File: config.mk
export PLATFORM = sky130hd
export DESIGN_NAME = gmii_to_axi_flat
export DESIGN_NICKNAME = d
export VERILOG_FILES = /design/src/rtl/gmii_to_axi_if.sv /design/src/rtl/gmii_to_axi.sv /design/src/flat_wrapper.sv
export SDC_FILE = /design/constraint.sdc
export NUM_CORES = 1
export LEC_CHECK = 0
export ABC_CLOCK_PERIOD_IN_PS = 8600
export BUFFER_PORTS_ARGS = -buffer_cell sky130_fd_sc_hd__buf_2
export CAP_MARGIN = 40
export CORE_MARGIN = 3
export CORE_UTILIZATION = 57
export CTS_CLUSTER_DIAMETER = 60
export DETAILED_ROUTE_END_ITERATION = 16
export GPL_ROUTABILITY_DRIVEN = 0
export GPL_TIMING_DRIVEN = 0
export PLACE_DENSITY = 0.77
export SLEW_MARGIN = 20
export SYNTH_ARGS = -nofsm -noshare
export SYNTH_HDL_FRONTEND = slang
export SYNTH_SLANG_ARGS = --single-unit
export TNS_END_PERCENT = 20
File: constraint.sdc
create_clock -name gmii_rx_clk -period 8.6 [get_ports gmii_rx_clk]
set_input_delay 1.72 -clock gmii_rx_clk [delete_from_list [all_inputs] [get_ports gmii_rx_clk]]
set_output_delay 1.72 -clock gmii_rx_clk [all_outputs]
set_load 0.01 [all_outputs]
File: src/rtl/gmii_to_axi_if.sv
// AXI-Stream byte-packed receive bus between the GMII deframer and its sink.
interface gmii_to_axi_if;
    logic        tvalid;
    logic        tready;
    logic [63:0] tdata;
    logic [7:0]  tkeep;
    logic        tlast;
    logic        tuser;

    modport master (output tvalid, tdata, tkeep, tlast, tuser, input tready);
    modport slave  (input tvalid, tdata, tkeep, tlast, tuser, output tready);
endinterface

File: src/rtl/gmii_to_axi.sv
// GMII receive deframer: strips preamble/SFD and packs bytes little-endian
// into 64-bit AXI-Stream beats. One clock domain (gmii_rx_clk).
module gmii_to_axi #(
    parameter bit STRIP_PREAMBLE  = 1'b1,
    parameter int MAX_FRAME_BYTES = 1536
) (
    input  logic          gmii_rx_clk,
    input  logic          rst,
    input  logic          gmii_rx_dv,
    input  logic [7:0]    gmii_rxd,
    input  logic          gmii_rx_er,
    gmii_to_axi_if.master axis,
    output logic [15:0]   drop_cnt
);
    typedef enum logic [1:0] {IDLE, PRE, DATA, DROP} state_t;

    localparam logic [10:0] MAX_B    = 11'(MAX_FRAME_BYTES);
    localparam logic [7:0]  PREAMBLE = 8'h55;
    localparam logic [7:0]  SFD      = 8'hD5;

    state_t          state;
    logic [7:0][7:0] acc;        // lane i holds byte i of the beat being built
    logic [3:0]      acc_cnt;    // 8 means a full beat is held waiting for lookahead
    logic [10:0]     byte_cnt;   // data bytes accepted in this frame
    logic            bad;        // sticky rx_er seen in this frame
    logic            term_pend;  // a partial frame downstream still needs closing
    logic            beat_sent;  // this frame has pushed at least one beat
    logic            dv_q;       // previous dv, used to find the rising edge
    logic            out_free;

    // The output register can take a new beat this edge.
    assign out_free = !axis.tvalid || axis.tready;

    function automatic logic [15:0] sat_inc(input logic [15:0] v);
        return (v == 16'hFFFF) ? v : v + 16'd1;
    endfunction

    // Deframer FSM, beat accumulator and output register.
    always_ff @(posedge gmii_rx_clk or posedge rst) begin
        if (rst) begin
            state       <= IDLE;
            acc         <= '0;
            acc_cnt     <= '0;
            byte_cnt    <= '0;
            bad         <= 1'b0;
            term_pend   <= 1'b0;
            beat_sent   <= 1'b0;
            // Starts high so a frame already in flight at release is not
            // mistaken for a fresh dv rise.
            dv_q        <= 1'b1;
            drop_cnt    <= '0;
            axis.tvalid <= 1'b0;
            axis.tdata  <= '0;
            axis.tkeep  <= '0;
            axis.tlast  <= 1'b0;
            axis.tuser  <= 1'b0;
        end else begin
            dv_q <= gmii_rx_dv;
            if (axis.tvalid && axis.tready)
                axis.tvalid <= 1'b0;

            case (state)
                IDLE: begin
                    // Close an aborted frame once dv is low and the slot is free.
                    if (term_pend && out_free) begin
                        axis.tvalid <= 1'b1;
                        axis.tdata  <= '0;
                        axis.tkeep  <= 8'h01;
                        axis.tlast  <= 1'b1;
                        axis.tuser  <= 1'b1;
                        term_pend   <= 1'b0;
                    end
                    if (gmii_rx_dv && !dv_q) begin
                        if (term_pend) begin
                            state    <= DROP;
                            drop_cnt <= sat_inc(drop_cnt);
                        end else begin
                            bad       <= 1'b0;
                            beat_sent <= 1'b0;
                            acc_cnt   <= '0;
                            byte_cnt  <= '0;
                            if (STRIP_PREAMBLE) begin
                                state <= PRE;
                            end else begin
                                state    <= DATA;
                                acc[0]   <= gmii_rxd;
                                acc_cnt  <= 4'd1;
                                byte_cnt <= 11'd1;
                                bad      <= gmii_rx_er;
                            end
                        end
                    end
                end

                PRE: begin
                    if (!gmii_rx_dv)
                        state <= IDLE;
                    else if (gmii_rxd == SFD)
                        state <= DATA;
                    else if (gmii_rxd != PREAMBLE)
                        state <= DROP;
                end

                DATA: begin
                    if (gmii_rx_dv && byte_cnt != MAX_B && (acc_cnt != 4'd8 || out_free)) begin
                        byte_cnt <= byte_cnt + 11'd1;
                        if (gmii_rx_er)
                            bad <= 1'b1;
                        if (acc_cnt == 4'd8) begin
                            // More data follows, so the held beat is not last.
                            axis.tvalid <= 1'b1;
                            axis.tdata  <= acc;
                            axis.tkeep  <= 8'hFF;
                            axis.tlast  <= 1'b0;
                            axis.tuser  <= 1'b0;
                            beat_sent   <= 1'b1;
                            acc[0]      <= gmii_rxd;
                            acc_cnt     <= 4'd1;
                        end else begin
                            acc[acc_cnt[2:0]] <= gmii_rxd;
                            acc_cnt           <= acc_cnt + 4'd1;
                        end
                    end else if (!gmii_rx_dv && acc_cnt == 4'd0) begin
                        // SFD followed directly by end of frame: nothing to send.
                        state    <= IDLE;
                        drop_cnt <= sat_inc(drop_cnt);
                    end else if (!gmii_rx_dv && out_free) begin
                        axis.tvalid <= 1'b1;
                        axis.tdata  <= acc;
                        axis.tkeep  <= 8'((9'd1 << acc_cnt) - 9'd1);
                        axis.tlast  <= 1'b1;
                        axis.tuser  <= bad;
                        acc_cnt     <= '0;
                        state       <= IDLE;
                    end else begin
                        // Oversize or output overflow: abandon the frame.
                        state     <= gmii_rx_dv ? DROP : IDLE;
                        acc_cnt   <= '0;
                        term_pend <= beat_sent;
                        drop_cnt  <= sat_inc(drop_cnt);
                    end
                end

                DROP: begin
                    if (!gmii_rx_dv)
                        state <= IDLE;
                end

                default: state <= IDLE;
            endcase
        end
    end
endmodule
File: src/flat_wrapper.sv
// flat-port wrapper written by rule: the top's interface ports become plain ports
module gmii_to_axi_flat 
#(
    parameter bit STRIP_PREAMBLE  = 1'b1,
    parameter int MAX_FRAME_BYTES = 1536
)
  (gmii_rx_clk, rst, gmii_rx_dv, gmii_rxd, gmii_rx_er, drop_cnt, axis_tvalid, axis_tdata, axis_tkeep, axis_tlast, axis_tuser, axis_tready);
  gmii_to_axi_if axis_i ();
  input  logic gmii_rx_clk;
  input  logic rst;
  input  logic gmii_rx_dv;
  input  logic [7:0] gmii_rxd;
  input  logic gmii_rx_er;
  output logic [15:0] drop_cnt;
  output wire logic [$bits(axis_i.tvalid)-1:0] axis_tvalid;
  output wire logic [$bits(axis_i.tdata)-1:0] axis_tdata;
  output wire logic [$bits(axis_i.tkeep)-1:0] axis_tkeep;
  output wire logic [$bits(axis_i.tlast)-1:0] axis_tlast;
  output wire logic [$bits(axis_i.tuser)-1:0] axis_tuser;
  input wire logic [$bits(axis_i.tready)-1:0] axis_tready;
  assign axis_tvalid = axis_i.tvalid;
  assign axis_tdata = axis_i.tdata;
  assign axis_tkeep = axis_i.tkeep;
  assign axis_tlast = axis_i.tlast;
  assign axis_tuser = axis_i.tuser;
  assign axis_i.tready = axis_tready;
  gmii_to_axi #(.STRIP_PREAMBLE(STRIP_PREAMBLE), .MAX_FRAME_BYTES(MAX_FRAME_BYTES)) u_core (.gmii_rx_clk(gmii_rx_clk), .rst(rst), .gmii_rx_dv(gmii_rx_dv), .gmii_rxd(gmii_rxd), .gmii_rx_er(gmii_rx_er), .axis(axis_i), .drop_cnt(drop_cnt));
endmodule
After elaboration in Yosys (flattened, before gate mapping)
Cells that the tools add are included.
{"block": "totals", "in_bits": 13, "regBits": 176}
{"block": "op_classes", "bitwise": 1, "add_sub_neg": 4, "n_shift": 1, "eq_ne": 25, "reduce_logical": 26, "n_lt_le_gt_ge": 2, "muxes": 74}
{"op": "$mux 64", "n": 5}
{"op": "$pmux 64 s2", "n": 1}
{"op": "$mux 16", "n": 6}
{"op": "$bwmux 64", "n": 1}
{"op": "$mux 8", "n": 7}
{"op": "$mux 11", "n": 3}
{"op": "$pmux 16 s2", "n": 1}
{"op": "$reduce_and 5->1", "n": 5}
{"op": "$demux 8 s3", "n": 1}
{"op": "$mux 1", "n": 24}
{"op": "$pmux 11 s2", "n": 1}
{"op": "$mux 2", "n": 10}
{"op": "$mux 4", "n": 5}
{"op": "$add 16x1->16 const B", "n": 1}
{"op": "$eq 16x16->1 const B", "n": 1}
{"op": "$pmux 8 s2", "n": 1}
{"op": "$ne 2x2->1 const B", "n": 6}
{"op": "$pmux 1 s2", "n": 6}
{"op": "$reduce_and 4->1", "n": 3}
{"op": "$add 11x1->11 const B", "n": 1}
{"op": "$ne 11x11->1 const B", "n": 1}
{"op": "$ne 2x1->1 const B", "n": 5}
{"op": "$eq 8x8->1 const B", "n": 1}
{"op": "$logic_and 1x1->1", "n": 8}
{"op": "other kinds (24)", "n": 29}

Depth between registers and ports, before layout
Gate-level depths: netlist of run 1.
{"block": "logic_depth", "depth_word": 7, "ltp_mapped": 10, "mapped_depth_nobuf": 9}

Least setup slack after synthesis of run 1
No wires, ideal clock.
{"block": "synth_path", "kind": "input-to-reg", "start": "in gmii_rx_dv", "end": "reg u_core.acc[10] in the netlist's numbering", "stages": 5, "setup_ps": 125, "path_slack_ps": 5320, "n_path_buf": 1, "t_arrival_ps": 3155, "path_cell_list": "and3b_1 -> o31ai_4 -> buf_6 -> nor4_2 -> mux2_2"}
{"block": "synth_between", "elab_chain_cells": 3}
{"item": "start: declaration", "line": "flat_wrapper.sv:11", "text": "input logic gmii_rx_dv;"}
{"item": "$logic_and 1x1->1 (2 in a row)", "line": "gmii_to_axi.sv:105", "text": "if (gmii_rx_dv && byte_cnt != MAX_B && (acc_cnt != 4'd8 || out_free)) begin"}
{"item": "$reduce_and 3->1 (no source line)"}
{"item": "end signal: indexed assignment", "line": "gmii_to_axi.sv:120", "text": "acc[acc_cnt[2:0]] <= gmii_rxd;"}
{"item": "end: declaration", "line": "gmii_to_axi.sv:22", "text": "logic [7:0][7:0] acc;"}
No other way between the ends.
A chain may end at the register's enable or synchronous reset.

Worst setup path in the final report of run 1
{"block": "layout_path", "start": "in gmii_rx_dv", "end": "reg u_core.axis.tdata[33]"}
{"block": "layout_between", "elab_chain_cells": 4, "elab_cells_between_ends": 11}
{"item": "$logic_and 1x1->1 / $logic_not 1->1 (equally long branches)"}
{"item": "$logic_and 1x1->1 (on tied branches)", "line": "gmii_to_axi.sv:105, gmii_to_axi.sv:123, gmii_to_axi.sv:127"}
{"item": "$ne 3x3->1 (no source line), or another cell as far along"}
{"item": "$reduce_and 5->1 (no source line) / $pmux 64 s2 (equally long branches)"}
{"item": "end signal: assignment", "line": "gmii_to_axi.sv:67", "text": "axis.tdata <= '0;"}
{"item": "end signal: assignment", "line": "gmii_to_axi.sv:112", "text": "axis.tdata <= acc;"}
{"item": "end signal: assignment", "line": "gmii_to_axi.sv:129", "text": "axis.tdata <= acc;"}
{"item": "end: declaration", "line": "gmii_to_axi_if.sv:10", "text": "modport master (output tvalid, tdata, tkeep, tlast, tuser, input tready);"}
Parallel ways exist; a longest one is shown, timed or not.

==> results of run 1 <==
==> worst max-delay path: stages <==
cell and delay (ns):
buf_2 0.12, clkbuf_1 0.35, inv_1 0.22, a31oi_1 0.34, o211a_1 0.21, clkbuf_1 0.44
clkbuf_1 0.46, a22o_1 0.22
==> registers in the layout (all words and copies together), names as in the netlist, 2 cells and up <==
name and count:
u_core.byte_cnt 11, u_core.axis.tkeep 8, u_core.axis.tdata 64, u_core.state 2
u_core.acc_cnt 4, u_core.drop_cnt 16, u_core.acc 64
==> through the flow <==
stage / std cells / utilization [%] / cell area (µm²) / total power, mW / hold slack, ns
after floorplan: 584 / - / 7412 / 1.319 / 0.4386
after global placement: 858 / 64.22 / 8138 / 1.460 / 0.4439
after detailed placement: 862 / 64.62 / 8188 / 1.484 / 0.4606
after CTS: 894 / 69.44 / 8798 / 2.279 / 0.4788
after global routing: 894 / 69.49 / 8805 / 2.374 / 0.5014
final: 894 / 69.49 / 8805 / 2.263 / 0.4712
==> power breakdown <==
part / switching, mW / total [mW] / internal (mW)
clock network: 0.328 / 0.792 / 0.464
logic: 0.220 / 0.411 / 0.192
registers: 0.0956 / 1.06 / 0.964
total: 0.643 / 2.26 / 1.62
==> final cells by class <==
| type | count | area (µm²) |
|---|---|---|
| repair buffers | 106 | 553.0 |
| flip-flops and latches | 176 | 4405 |
| clock inverters | 14 | 181.4 |
| fillers | 940 | 3866 |
| inverters | 15 | 63.81 |
| well taps | 172 | 215.2 |
| multi-input cells | 360 | 2811 |
| clock buffers | 18 | 429.2 |
| plain buffers | 33 | 145.1 |
==> routing by layer <==
layer  track usage [%]  wire length (µm)
met4             8.518               323
met3             5.231              1061
met2             39.27              8220
met5                 0                 0
met1             32.82              7179
==> cells in the mapped netlist (all sizes together), types with 2 or more instances <==
library cell	n
a21o	2
a21oi	9
a22o	72
a31oi	5
and3	2
and3b	2
buf	13
clkbuf	20
dfrtp	175
ha	10
inv	15
mux2	66
mux2i	3
nand2	38
nand2b	5
nand3	15
nand3b	2
nand4	7
nor2	25
nor2b	2
nor3	12
nor4	13
nor4b	2
o211a	2
o21a	3
o21ai	11
o31a	2
o31ai	4
or3	6
or4	3
or4b	2
xnor2	15
xor2	9
==> cells by family after synthesis <==
kind of cell / synth area share [%]
compound gates: 12.91
xor+xnor: 2.836
buf+inv: 2.718
fa+ha+maj: 1.688
simple gates: 9.976
mux: 10.43
flops: 59.44
==> cell usage in the layout, fill, tap and decap left out, types with 11 or more instances in the layout <==
master       n
dfrtp_1    175
xnor2_1     15
buf_2      116
o21ai_0     11
nand3_1     15
clkbuf_16   17
nor3_1      11
inv_1       14
nand2_1     38
nor2_1      24
a22o_1      72
clkbuf_1    21
mux2_2      66
==> path summary, 6_finish.rpt <==
kind	startpoint	end	slack (ns)	cells after the start
max	gmii_rx_dv	u_core.axis.tdata[33]	4.87	8
min	u_core.axis.tkeep[0]	u_core.axis.tkeep[0]	0.47	1
max reg2reg	u_core.acc_cnt[0]	u_core.axis.tdata[33]	5.64	8
min reg2reg	u_core.axis.tkeep[0]	u_core.axis.tkeep[0]	0.47	1
max in group asynchronous	rst	u_core.axis.tdata[36]	6.40	3
min in group asynchronous	rst	u_core.byte_cnt[1]	1.37	2
==> flow_summary_export.csv, run 1 <==
group,metric,value,unit
timing,period_needed,3.735,ns
clock_tree,cts_resized,0,
setup_path,cp.arrival,4.08,ns
synthesis,yosys.area.top_type,"dfrtp_1",
synthesis,synth_fp_nets,607,
synthesis,avgSynthCellArea,12.69,µm²
floorplanning,core,0.01267,mm²
clock_tree,worstSkewPairLatency,0.42,ns
setup_path,cp_max_fo,10,
synthesis,synth.distinct_cells,53,
setup_path,crit_required,8.95,ns
power_and_ir_drop,static-leakage-power,4.352,nW
timing,drv_slew,0,
timing,clock-skew-final,0.006598,ns
synthesis,synth_seq_area_share,59.44,%
synthesis,async_flop_share,100.0,%
power_and_ir_drop,powerDensity,257.0,mW/mm²
placed_design,io_buffers,102,
synthesis,synth-seq-cells,176,
clock_tree,cts_max_path_buffers,2,
clock_tree,clock_sinks,176,
timing,fmax,0.2678,GHz
floorplanning,dieArea,0.01441,mm²
clock_tree,post_cts_buffers,0,
run_status,outcome,"finished, final reports clean",
synthesis,ys_warn_count,0,
global_route,grt_usage,24.30,%
placed_design,pre_cts_slack,4.570,ns
global_route,overflow,0,
detailed_routing,avgViaCountPerCell,5.918,
clock_tree,cts_root_buf,"clkbuf_16",
clock_tree,cts_tree,"built",
synthesis,synth.cell_area,0.007412,mm²
floorplanning,fp-row-count,41,
setup_path,end_kind,"register",
detailed_routing,first_iter_violations,387,
timing,worst_slack,4.865,ns
clock_tree,cts.clk_slew.worst_paths,0.06,ns
floorplanning,chipWidth,120.0,µm
detailed_routing,vias,5291,
synthesis,synth_cells,584,
detailed_routing,drc,0,
layout,nets,732,
global_route,grt_max_degree,90,
synthesis,yosysTopAreaCellShare,59.08,%
power_and_ir_drop,ir_worst_vdd,0.1713,mV
timing,final-setup-viol-count,0,
timing,rsz0062_at_grt,"false",
global_route,grt_antenna_before_repair,0,
clock_tree,cts_made_buffers,17,
layout,antenna_cells,0,
hold_path,hold_class,"reg -> reg",
clock_tree,cts_hold_buf,0,
synthesis,synth-main-ff-cell,"dfrtp_1",
layout,area_growth,18.79,%
floorplanning,initial_core_util,58.50,%
detailed_routing,dr.pass1.iters,5,
global_route,grt_pass1_vias,5211,
layout,drive_gt1_share,31.58,%
floorplanning,die_height,120.0,µm
synthesis,synth-edff-count,0,
clock_tree,cts_max_level,4,
timing,fin_setup_tns,0,ns
timing,worst_pin_slew,0.6789,ns
timing,final-hold-violation-count,0,
placed_design,hpwl,11.56,mm
setup_path,critical_path_class,"in -> reg",
synthesis,synth_area_leaders,"dfrtp_1, mux2_2, a22o_1",
detailed_routing,wl_per_cell,18.78,µm
flow_run,max-cap-violations,0,
detailed_routing,routed_wl,16.79,mm
global_route,grt_pass1_wl,27.32,mm
detailed_routing,antenna_left,0,
timing,fin_crit_sh,43.43,%
setup_path,crit_path_start_kind,"input pin",
timing,slew_headroom,54.49,%
floorplanning,io_pins,104,
(Power assumes the default switching activity.)
==> run 2, diff against run 1 <==
--- a/config.mk
+++ b/config.mk
@@ -5,7 +5,7 @@
 export SDC_FILE = /design/constraint.sdc
 export NUM_CORES = 1
 export LEC_CHECK = 0
-export ABC_CLOCK_PERIOD_IN_PS = 8600
+export ABC_CLOCK_PERIOD_IN_PS = 3600
 export BUFFER_PORTS_ARGS = -buffer_cell sky130_fd_sc_hd__buf_2
 export CAP_MARGIN = 40
 export CORE_MARGIN = 3
==> constraint.sdc (replaced) <==
create_clock -name gmii_rx_clk -period 3.6 [get_ports gmii_rx_clk]
set_input_delay 0.72 -clock gmii_rx_clk [delete_from_list [all_inputs] [get_ports gmii_rx_clk]]
set_output_delay 0.72 -clock gmii_rx_clk [all_outputs]
set_load 0.01 [all_outputs]
==> flow_summary_export.csv, run 2 (synthesis results as in run 1) <==
group,metric,value,unit
detailed_routing,vias,5345,
floorplanning,core,0.01267,mm²
timing,rsz0062_at_grt,"false",
timing,worst_pin_slew,0.7297,ns
power_and_ir_drop,ir_worst_vdd,0.4385,mV
global_route,grt_pass1_vias,5347,
layout,nets,737,
timing,whs,0.3514,ns
detailed_routing,dr.pass1.iters,5,
global_route,grt_usage,24.90,%
global_route,overflow,0,
clock_tree,cts_tree,"built",
setup_path,cp.arrival,3.35,ns
layout,area_growth,20.21,%
layout,fin_util,70.32,%
floorplanning,io_pins,104,
detailed_routing,first_iter_violations,338,
hold_path,hold_class,"in -> async",
global_route,grt_max_degree,36,
placed_design,io_buffers,102,
global_route,grt-busiest-layer,"met2",
timing,fin_crit_sh,83.12,%
global_route,grt_use_met3,5.938,%
clock_tree,cts_max_path_buffers,2,
timing,period_needed,2.992,ns
power_and_ir_drop,powerDensity,619.7,mW/mm²
detailed_routing,avgViaCountPerCell,5.945,
layout,largestRegisters,"u_core.acc: 64 flops, u_core.axis.tdata: 64 flops, u_core.drop_cnt: 16 flops",
timing,final-setup-viol-count,0,
layout,antenna_cells,0,
timing,drv_slew,0,
setup_path,crit_path_start_kind,"register",
setup_path,max_stage_delay,0.47,ns
floorplanning,fp-row-count,41,
clock_tree,worstSkewPairLatency,0.42,ns
clock_tree,cts_resized,0,
timing,final-hold-violation-count,0,
global_route,met2_usage,40.22,%
floorplanning,initial_core_util,58.50,%
power_and_ir_drop,static-leakage-power,4.392,nW
floorplanning,chipWidth,120.0,µm
layout,drive_gt1_share,31.77,%
setup_path,crit_required,3.95,ns
clock_tree,clock_sinks,176,
setup_path,cp_cell_sequence,"inv_1 -> ha_1 -> and3b_1 -> clkbuf_1 -> o31a_1 -> o211a_1 -> clkbuf_1 -> clkbuf_1 -> a22o_1",
timing,fmax,0.3342,GHz
power_and_ir_drop,p_total,5.521,mW
timing,clock-skew-final,0.008749,ns
global_route,grt_pass1_wl,28.01,mm
setup_path,critical_path_class,"reg -> reg",
detailed_routing,routed_wl,17.33,mm
setup_path,crit_top_cell,"clkbuf_1",
clock_tree,post_cts_buffers,0,
global_route,use_met1,33.43,%
floorplanning,dieArea,0.01441,mm²
detailed_routing,wl_per_cell,19.28,µm
clock_tree,cts_root_buf,"clkbuf_16",
clock_tree,cts_made_buffers,17,
clock_tree,cts_hold_buf,0,
layout,layout_common_cells,"dfrtp_1, buf_2, a22o_1, mux2_2, nand2_1",
layout,final_common_cell,"dfrtp_1",
floorplanning,die_height,120.0,µm
run_status,outcome,"finished, final reports clean",
flow_run,max-cap-violations,0,
detailed_routing,drc,0,
timing,slew_headroom,50.90,%
setup_path,cp_max_fo,10,
setup_path,end_kind,"register",
global_route,grt_antenna_before_repair,0,
clock_tree,cts.clk_slew.worst_paths,0.07,ns
detailed_routing,antenna_left,0,
placed_design,hpwl,11.82,mm
setup_path,slowest_stage,"dfrtp_1",
clock_tree,cts_max_level,4,
run 2: report_power, final:
part           switching, mW  internal [mW]  total (mW)
combinational          0.539          0.466        1.00
clock                  0.785           1.20        1.98
sequential             0.231           2.30        2.53
total                   1.55           3.97        5.52
run 2: per-stage QoR:
step,TNS (ns),setup slack (ns),instances,instance area (µm²)
2_1_floorplan,0,0.6282,584,7416
3_3_place_gp,-36.94,-0.2224,858,8142
3_5_place_dp,0,0.5140,866,8264
4_1_cts,0,0.6689,898,8906
5_1_grt,0,0.4871,899,8910
6_report,0,0.6075,899,8910
run 2: layer usage:
layer  vias to the layer above  share of wire, %
met5                         -                 0
met4                         0               2.3
met3                        31               5.2
met2                       189                49
met1                      2719                43
li1                       2406                 -
run 2: layout make-up:
class | count | area (µm²)
well taps | 172 | 215.2
repair buffers | 111 | 636.9
multi-input cells | 360 | 2805
inverters | 15 | 60.06
flip-flops and latches | 176 | 4405
clock buffers | 19 | 442.9
plain buffers | 33 | 145.1
clock inverters | 13 | 198.9
fillers | 915 | 3761
run 2: final timing paths:
kind	from	to	slack, ns	cells after the start
worst max-delay path	u_core.acc_cnt[0]	u_core.axis.tdata[0]	0.61	9
worst min-delay path	rst	u_core.axis.tdata[44]	0.35	2
worst max register to register	u_core.acc_cnt[0]	u_core.axis.tdata[0]	0.61	9
worst min register to register	u_core.axis.tkeep[0]	u_core.axis.tkeep[0]	0.46	1
max in group asynchronous	rst	u_core.acc[2]	2.27	5
min in group gmii_rx_clk	gmii_rx_dv	u_core.dv_q	0.44	1
run 2: critical path: cells and delay by family, from the launching register on:
family / cells / cell delay, ns
flops: 1 / 0.47
simple gates: 1 / 0.18
buf+inv: 4 / 1.39
fa+ha+maj: 1 / 0.24
compound gates: 3 / 0.65
==> run 3, diff against run 2 <==
--- a/config.mk
+++ b/config.mk
@@ -5,16 +5,16 @@
 export SDC_FILE = /design/constraint.sdc
 export NUM_CORES = 1
 export LEC_CHECK = 0
-export ABC_CLOCK_PERIOD_IN_PS = 3600
+export ABC_CLOCK_PERIOD_IN_PS = 2710
 export BUFFER_PORTS_ARGS = -buffer_cell sky130_fd_sc_hd__buf_2
 export CAP_MARGIN = 40
 export CORE_MARGIN = 3
-export CORE_UTILIZATION = 57
+export CORE_UTILIZATION = 52
 export CTS_CLUSTER_DIAMETER = 60
 export DETAILED_ROUTE_END_ITERATION = 16
 export GPL_ROUTABILITY_DRIVEN = 0
 export GPL_TIMING_DRIVEN = 0
-export PLACE_DENSITY = 0.77
+export PLACE_DENSITY = 0.74
 export SLEW_MARGIN = 20
 export SYNTH_ARGS = -nofsm -noshare
 export SYNTH_HDL_FRONTEND = slang
==> constraint.sdc (replaced) <==
create_clock -name gmii_rx_clk -period 2.71 [get_ports gmii_rx_clk]
set_input_delay 0.542 -clock gmii_rx_clk [delete_from_list [all_inputs] [get_ports gmii_rx_clk]]
set_output_delay 0.542 -clock gmii_rx_clk [all_outputs]
set_load 0.01 [all_outputs]
==> flow_summary_export.csv, run 3 (synthesis results as in run 1) <==
group,metric,value,unit
placed_design,dp.cells,870,
clock_tree,cts_tree,"built",
layout,layout_common_cells,"dfrtp_1, buf_2, a22o_1, mux2_2, nand2_1",
detailed_routing,first_iter_violations,373,
setup_path,cp_max_fo,9,
layout,nets,735,
setup_path,crit_required,3.01,ns
layout,antenna_cells,0,
setup_path,critical_path_class,"reg -> reg",
floorplanning,core,0.01361,mm²
timing,clock-skew-final,0.008417,ns
timing,rsz0062_at_grt,"false",
floorplanning,initial_core_util,54.46,%
floorplanning,io_pins,104,
power_and_ir_drop,static-leakage-power,4.391,nW
placed_design,pre_cts_slack,-0.1552,ns
detailed_routing,wl_per_cell,18.88,µm
floorplanning,dieArea,0.01572,mm²
global_route,grt_usage,22.25,%
detailed_routing,avgViaCountPerCell,5.829,
power_and_ir_drop,pwr-share-comb,18.5,%
power_and_ir_drop,p_total,7.153,mW
placed_design,hpwl,11.89,mm
power_and_ir_drop,pwr-share-seq,47.0,%
detailed_routing,routed_wl,17.01,mm
global_route,grt_antenna_before_repair,0,
clock_tree,worstSkewPairLatency,0.42,ns
setup_path,cp.arrival,2.89,ns
setup_path,slowest_stage,"or4_1",
timing,drv_slew,0,
power_and_ir_drop,ir_worst_vdd,0.4390,mV
detailed_routing,vias,5252,
setup_path,end_kind,"register",
hold_path,hold_class,"in -> async",
timing,worst_slack,0.1207,ns
layout,fin_util,65.31,%
layout,largestRegisters,"u_core.acc: 64 flops, u_core.axis.tdata: 64 flops, u_core.drop_cnt: 16 flops",
timing,whs,0.1094,ns
placed_design,io_buffers,102,
power_and_ir_drop,powerDensity,804.7,mW/mm²
power_and_ir_drop,switchingPower,2.022,mW
layout,nFillCells,1018,
layout,layout.cells.non_filler,901,
layout,regArea,0.004405,mm²
setup_path,r2r_slack,0.12,ns
placed_design,postPlaceCellArea,0.008262,mm²
timing,slew_headroom,52.15,%
clock_tree,cts.clk_slew.worst_paths,0.07,ns
timing,period_needed,2.589,ns
global_route,overflow,0,
power_and_ir_drop,switching_share,28.27,%
clock_tree,cts_hold_buf,0,
detailed_routing,dr.pass1.iters,6,
floorplanning,chipWidth,125.4,µm
layout,multi_input_area,0.002819,mm²
global_route,grt_pass1_vias,5248,
clock_tree,clock_sinks,176,
timing,final-hold-violation-count,0,
floorplanning,fp-row-count,42,
layout,final_common_cell,"dfrtp_1",
timing,worst_pin_slew,0.7178,ns
clock_tree,cts_root_buf,"clkbuf_16",
power_and_ir_drop,intPower,5.131,mW
global_route,grt_max_degree,38,
layout,post-route-cell-area,0.008889,mm²
global_route,grt_pass1_wl,28.09,mm
timing,fmax,0.3862,GHz
clock_tree,cts_max_path_buffers,2,
setup_path,cp_cell_sequence,"inv_1 -> ha_1 -> or3b_2 -> nand4_1 -> o211ai_4 -> or4_1 -> xnor2_1",
setup_path,max_stage_delay,0.57,ns
layout,drive_gt1_share,32.97,%
layout,area_growth,19.92,%
setup_path,crit_buf_inv,1,
run_status,outcome,"finished, final reports clean",
floorplanning,die_height,125.4,µm
clock_tree,cts_max_level,4,
power_and_ir_drop,p_clk_share,34.4,%
detailed_routing,antenna_left,0,
clock_tree,cts_made_buffers,17,
timing,fin_setup_tns,0,ns
detailed_routing,drc,0,
timing,final-setup-viol-count,0,
setup_path,crit_family,"simple AND/OR/NAND/NOR gates",
timing,fin_crit_sh,95.55,%
setup_path,crit_path_start_kind,"register",
flow_run,max-cap-violations,0,
run 3: timing repair:
| item | CTS | global route |
|---|---|---|
| setup buffers | 0 | 0 |
| gates resized for setup | 2 | 13 |
| endpoints found under the setup margin | 70 | 82 |
run 3: per-layer routing:
layer / GRT usage, % / share of wire, %
met2: 35.72 / 48
met3: 5.970 / 6.1
met4: 4.974 / 0.90
met1: 30.76 / 45
met5: 0 / 0
run 3: worst paths after layout:
kind / from / endpoint / cells after the start
worst min-delay path: rst / u_core.axis.tdata[42] / 2
max in group asynchronous: rst / u_core.acc[11] / 5
min in group gmii_rx_clk: gmii_rx_dv / u_core.dv_q / 1
worst min register to register: u_core.axis.tkeep[0] / u_core.axis.tkeep[0] / 1
worst max register to register: u_core.acc_cnt[0] / u_core.drop_cnt[6] / 7
worst max-delay path: u_core.acc_cnt[0] / u_core.drop_cnt[6] / 7
run 3: layout make-up:
class	count	share of cell area (%)
buffer	31	1.731
clock buffer	22	5.335
sequential	176	49.56
tap	176	2.477
inverter	15	0.6757
timing repair buffer	111	7.095
clock inverter	10	1.408
multi-input combinational	360	31.71
run 3: power groups by stage:
stage	clock (mW)	sequential [mW]	combinational, mW
global route	2.61	3.42	1.46
detailed placement	0	3.40	1.32
finish	2.46	3.36	1.33
global placement	0	3.39	1.26
floorplan	0	3.44	0.747
CTS	2.50	3.36	1.33
run 3: worst register-to-register path: cells and delay by family (launching register included):
family	cells	cell delay, ns
fa+ha+maj	1	0.22
flops	1	0.46
buf+inv	1	0.18
xor+xnor	1	0.14
simple gates	3	1.29
compound gates	1	0.18
